<file path="src/rtl/clock_divider_glitchless_if.sv">
// Bundle between the divider and its consumer: run request, ratio, divided clock and status.
// The o_period_done member exists only when CLKDIV_PERIOD_STROBE_EN is defined.
interface clock_divider_glitchless_if #(
    parameter int RATIO_WIDTH = 8
);
    logic                   i_clk_en;
    logic [RATIO_WIDTH-1:0] i_div_ratio;
    logic                   o_div_clk;
    logic                   o_busy;
    logic [RATIO_WIDTH-1:0] o_ratio_active;
`ifdef CLKDIV_PERIOD_STROBE_EN
    logic                   o_period_done;

    modport master (
        output i_clk_en,
        output i_div_ratio,
        input  o_div_clk,
        input  o_busy,
        input  o_ratio_active,
        input  o_period_done
    );

    modport slave (
        input  i_clk_en,
        input  i_div_ratio,
        output o_div_clk,
        output o_busy,
        output o_ratio_active,
        output o_period_done
    );
`else
    modport master (
        output i_clk_en,
        output i_div_ratio,
        input  o_div_clk,
        input  o_busy,
        input  o_ratio_active
    );

    modport slave (
        input  i_clk_en,
        input  i_div_ratio,
        output o_div_clk,
        output o_busy,
        output o_ratio_active
    );
`endif
endinterface

</file>
<file path="src/rtl/clock_divider_glitchless.sv">
// Glitch-free programmable integer divider of i_ref_clk; ratio and enable are only acted on at period boundaries.
// Optional macro CLKDIV_PERIOD_STROBE_EN adds the o_period_done strobe at every LOW-phase boundary.
module clock_divider_glitchless #(
    parameter int RATIO_WIDTH = 8
) (
    input  logic                        i_ref_clk,
    input  logic                        i_rst,
    clock_divider_glitchless_if.slave   bus
);
    localparam int CW = RATIO_WIDTH - 1;
    localparam logic [CW-1:0] CNT_ONE = {{(CW-1){1'b0}}, 1'b1};

    typedef enum logic [1:0] {
        IDLE   = 2'd0,
        HIGH   = 2'd1,
        LOW    = 2'd2,
        BYPASS = 2'd3
    } state_t;

    state_t                 state, state_nxt;
    logic [CW-1:0]          cnt, cnt_nxt;
    logic                   div_q, div_nxt;
    logic [RATIO_WIDTH-1:0] ratio_q, ratio_nxt;

    logic [CW-1:0]          half_floor;
    logic [CW-1:0]          h_last;
    logic [CW-1:0]          l_last;
    logic                   req_div;
    logic                   boundary;

    // High phase is ceil(N/2) cycles, low phase floor(N/2); the counters stop at phase length minus one.
    assign half_floor = ratio_q[RATIO_WIDTH-1:1];
    assign h_last     = half_floor - {{(CW-1){1'b0}}, ~ratio_q[0]};
    assign l_last     = half_floor - CNT_ONE;
    assign req_div    = |bus.i_div_ratio[RATIO_WIDTH-1:1];
    assign boundary   = (state == LOW) && (cnt == l_last);

    always_ff @(posedge i_ref_clk or negedge i_rst) begin
        if (!i_rst) begin
            state   <= IDLE;
            cnt     <= '0;
            div_q   <= 1'b0;
            ratio_q <= '0;
        end else begin
            state   <= state_nxt;
            cnt     <= cnt_nxt;
            div_q   <= div_nxt;
            ratio_q <= ratio_nxt;
        end
    end

    always_comb begin
        state_nxt = state;
        cnt_nxt   = cnt;
        div_nxt   = div_q;
        ratio_nxt = ratio_q;
        case (state)
            IDLE: begin
                ratio_nxt = bus.i_div_ratio;
                cnt_nxt   = '0;
                div_nxt   = 1'b0;
                if (bus.i_clk_en) begin
                    if (req_div) begin
                        state_nxt = HIGH;
                        div_nxt   = 1'b1;
                    end else begin
                        state_nxt = BYPASS;
                    end
                end
            end
            HIGH: begin
                if (cnt == h_last) begin
                    state_nxt = LOW;
                    cnt_nxt   = '0;
                    div_nxt   = 1'b0;
                end else begin
                    cnt_nxt = cnt + CNT_ONE;
                end
            end
            LOW: begin
                if (boundary) begin
                    cnt_nxt = '0;
                    // Enable loss wins over a simultaneous ratio change; IDLE picks the new ratio up afterwards.
                    if (!bus.i_clk_en) begin
                        state_nxt = IDLE;
                        div_nxt   = 1'b0;
                    end else begin
                        ratio_nxt = bus.i_div_ratio;
                        if (req_div) begin
                            state_nxt = HIGH;
                            div_nxt   = 1'b1;
                        end else begin
                            state_nxt = BYPASS;
                            div_nxt   = 1'b0;
                        end
                    end
                end else begin
                    cnt_nxt = cnt + CNT_ONE;
                end
            end
            BYPASS: begin
                ratio_nxt = bus.i_div_ratio;
                cnt_nxt   = '0;
                div_nxt   = 1'b0;
                if (!bus.i_clk_en) begin
                    state_nxt = IDLE;
                end else if (req_div) begin
                    state_nxt = HIGH;
                    div_nxt   = 1'b1;
                end
            end
            default: begin
                state_nxt = IDLE;
                cnt_nxt   = '0;
                div_nxt   = 1'b0;
            end
        endcase
    end

    // Bypass hands i_ref_clk straight through; the registered divider output is low there, so the mux switches on a low register.
    assign bus.o_div_clk      = (state == BYPASS) ? i_ref_clk : div_q;
    assign bus.o_busy         = (state != IDLE);
    assign bus.o_ratio_active = ratio_q;

`ifdef CLKDIV_PERIOD_STROBE_EN
    logic period_done_q;

    always_ff @(posedge i_ref_clk or negedge i_rst) begin
        if (!i_rst) begin
            period_done_q <= 1'b0;
        end else begin
            period_done_q <= boundary;
        end
    end

    assign bus.o_period_done = period_done_q;
`endif
endmodule
</file>
<file path="src/flat_wrapper.sv">
// flat-port wrapper written by rule: the top's interface ports become plain ports
module clock_divider_glitchless_flat 
#(
    parameter int RATIO_WIDTH = 8
)
  (i_ref_clk, i_rst, bus_i_clk_en, bus_i_div_ratio, bus_o_div_clk, bus_o_busy, bus_o_ratio_active);
  clock_divider_glitchless_if #(.RATIO_WIDTH(RATIO_WIDTH)) bus_i ();
  input  logic i_ref_clk;
  input  logic i_rst;
  input wire logic [$bits(bus_i.i_clk_en)-1:0] bus_i_clk_en;
  input wire logic [$bits(bus_i.i_div_ratio)-1:0] bus_i_div_ratio;
  output wire logic [$bits(bus_i.o_div_clk)-1:0] bus_o_div_clk;
  output wire logic [$bits(bus_i.o_busy)-1:0] bus_o_busy;
  output wire logic [$bits(bus_i.o_ratio_active)-1:0] bus_o_ratio_active;
  assign bus_i.i_clk_en = bus_i_clk_en;
  assign bus_i.i_div_ratio = bus_i_div_ratio;
  assign bus_o_div_clk = bus_i.o_div_clk;
  assign bus_o_busy = bus_i.o_busy;
  assign bus_o_ratio_active = bus_i.o_ratio_active;
  clock_divider_glitchless #(.RATIO_WIDTH(RATIO_WIDTH)) u_core (.i_ref_clk(i_ref_clk), .i_rst(i_rst), .bus(bus_i));
endmodule
</file>
<file path="config.mk">
export PLATFORM = sky130hd
export DESIGN_NAME = clock_divider_glitchless_flat
export DESIGN_NICKNAME = d
export VERILOG_FILES = /design/src/rtl/clock_divider_glitchless_if.sv /design/src/rtl/clock_divider_glitchless.sv /design/src/flat_wrapper.sv
export SDC_FILE = /design/constraint.sdc
export NUM_CORES = 1
export LEC_CHECK = 0
export CAP_MARGIN = 15
export CELL_PAD_IN_SITES_DETAIL_PLACEMENT = 0
export CELL_PAD_IN_SITES_GLOBAL_PLACEMENT = 2
export CORE_MARGIN = 2
export CORE_UTILIZATION = 35
export DETAILED_ROUTE_END_ITERATION = 6
export PLACE_DENSITY = 0.82
export SYNTH_ARGS = -nofsm -noshare
export SYNTH_HDL_FRONTEND = slang
export SYNTH_SLANG_ARGS = --single-unit
</file>
<file path="constraint.sdc">
create_clock -name i_ref_clk -period 6.72 [get_ports i_ref_clk]
set_input_delay 1.344 -clock i_ref_clk [delete_from_list [all_inputs] [get_ports i_ref_clk]]
set_output_delay 1.344 -clock i_ref_clk [all_outputs]
set_load 0.03 [all_outputs]
</file>
==> results.json <==
{
  "worstHoldEndpoint": "u_core.div_q",
  "grt_usage_pct": 16.6,
  "drtAntennaViolNets": 0,
  "yosys-top-cells-area": "dfrtp_1, mux2_2, xnor2_1",
  "synth_seq_cells": 18,
  "vias": 942,
  "synth_seq_area_share_pct": 37.0,
  "worstSetupPathType": "clk -> out",
  "antenna_found_initial": 0,
  "cts_tree": "yes",
  "worst_clock_skew_ns": 0.00770,
  "yosysTopAreaCell": "dfrtp_1",
  "die_area_mm2": 0.00396,
  "postCtsHoldBufs": 0,
  "max_cap_violations": 0,
  "core_mm2": 0.00334,
  "status": "finished clean",
  "worst_pin_slew_ns": 0.791,
  "num_io_pins": 21,
  "placementRows": 21,
  "synth_ff_type": "dfrtp_1",
  "grt_start_max_net_pins": 19,
  "synth_area_mm2": 0.00122,
  "end_kind": "output port",
  "final_util_pct": 44.8,
  "dieWidth_um": 62.9,
  "cp.required_ns": 5.38,
  "yosysWarnings": 0,
  "wl_per_cell_um": 14.7,
  "dr.first_iter.drc_count": 27,
  "initial_utilization_pct": 36.4,
  "cts_setup_buffers": 0,
  "grt_use_met2_pct": 24.2,
  "crit_fanout": 2,
  "place_congestion": 0.888,
  "wl_um": 2720,
  "final_layout_size_suffix_gt1_share_pct": 18.0,
  "startpoint_type": "clock port",
  "clk_latency_ns": 0.42,
  "numPlacedInstances": 179,
  "syn_area_per_cell_um2": 10.4,
  "power_uw": 199,
  "overflow": 0,
  "maxSlewViolCount": 0,
  "syn2layout_area_growth_pct": 22.9,
  "globalRoute.busiestLayer": "met2",
  "post-synth-top-count-cell": "dfrtp_1",
  "cellLeakagePower_uw": 0.000607,
  "startpoint": "i_ref_clk",
  "grt_pass1_vias": 1076,
  "hold_viol": 0,
  "place_hpwl_um": 2020,
  "portBuffers": 20,
  "synth-edff-count": 0,
  "synthCells": 117,
  "avgViaCountPerCell": 5.09,
  "rsz0062_at_grt": "false",
  "r2r_end": "u_core.bus.o_ratio_active[0]",
  "min_path_cells": 2,
  "async_flop_share_pct": 100,
  "dieHeight_um": 62.9,
  "slew_headroom_pct": 47.1,
  "powerDensity_mw_per_mm2": 133,
  "tns_ns": 0,
  "cts_resized": 0,
  "r2r-start": "u_core.bus.o_ratio_active[1]",
  "vdd_drop_max_v": 0.0000863,
  "first_pass_iters": 4,
  "r2r_slack_ns": 3.95,
  "min_from": "u_core.div_q",
  "drc": 0,
  "reg2regPathDepth": 8,
  "grt_use_met3_pct": 4.32,
  "finalNetCount": 156,
  "synth_common_cells": "dfrtp_1, xnor2_1, nor2_1",
  "antenna_cells": 0,
  "finalSetupViolCount": 0,
  "grt_first_pass_wirelength_um": 4870,
  "clk_pin_slew_ns": 0.10,
  "syn_nets": 132,
  "synth_cell_types": 40,
  "critPathArrivalTime_ns": 4.43,
  "min_path_type": "reg -> reg",
  "synth_top_area_share_pct": 37.0,
  "stdcell_count": 185,
  "met1_usage_pct": 20.1
}
[layout by cell type, fill, tap and decap left out, types with 2 or more instances in the layout]
master           synthesis  final
nor2b_1                  2      2
nand2b_1                 3      3
a31oi_1                  2      2
xnor2_1                 11     11
clkbuf_4                 0      6
nand2_1                  5      5
nand3b_1                 2      2
mux2_2                   9      9
nor2_1                  10     10
nand4_1                  2      2
nor3b_1                  2      2
ha_1                     4      4
and3_1                   3      3
a31o_2                   2      2
nand3_1                  3      3
nor4_1                   2      2
xor2_1                   7      7
a211oi_1                 2      2
o31ai_1                  2      2
clkdlybuf4s50_1          0     20
inv_1                    5      5
dfrtp_1                 18     18
[layout make-up]
class	count	area (um2)
clock buffer	7	55.1
fill	336	1840
inverter	5	18.8
multi-input combinational	90	723
sequential	18	450
tap	46	57.6
timing repair buffer	19	190
[power by group]
| part | internal, uW | switching, uW |
|---|---|---|
| clock | 40.8 | 40.6 |
| sequential | 108 | 0 |
| combinational | 5.38 | 3.84 |
[metrics by stage]
step | area (um2) | hold slack, ns | setup slack (ns)
global placement | 1450 | 0.500 | 1.20
finish | 1500 | 0.520 | 0.945
CTS | 1500 | 0.521 | 0.931
floorplan | 1220 | 0.484 | 1.69
detailed placement | 1450 | 0.507 | 1.20
global route | 1500 | 0.534 | 0.915
[per-layer routing]
metal	wire length (um)	part of all wire, %
met5	0	0
met4	91	3.3
met3	145	5.3
met2	1160	43
met1	1330	49
[how the worst max path moves through the flow]
stage | cells after the start | slack, ns | end
global placement | 2 | 1.20 | bus_o_div_clk
global route | 4 | 0.92 | bus_o_div_clk
detailed placement | 2 | 1.20 | bus_o_div_clk
finish | 4 | 0.95 | bus_o_div_clk
floorplan | 1 | 1.69 | bus_o_div_clk
CTS | 4 | 0.93 | bus_o_div_clk
[sequential cells by signal (all words and copies together) (netlist names)]
| name | flops |
|---|---|
| u_core.state | 2 |
| u_core.bus.o_ratio_active | 8 |
| u_core.cnt | 7 |
| u_core.div_q | 1 |
[critical path, cell delays in order]
cell             delay (ns)
clkbuf_4               0.11
clkbuf_4               0.12
mux2_2                 0.25
clkdlybuf4s50_1        0.59
[logic make-up (layout without fill, tap and decap cells)]
kind of cell | after synthesis | after routing | share of synthesized area [%]
and+or+nand+nor | 41 | 41 | 19.3
xor gates and xnor gates | 20 | 20 | 16.2
DFF | 18 | 18 | 37.0
AOI/OAI and AO/OA | 16 | 16 | 11.5
muxes | 9 | 9 | 8.33
buffers and inverters | 9 | 31 | 3.50
adders and majority gates | 4 | 4 | 4.12
No activity file was read; power rests on OpenSTA's default activity.
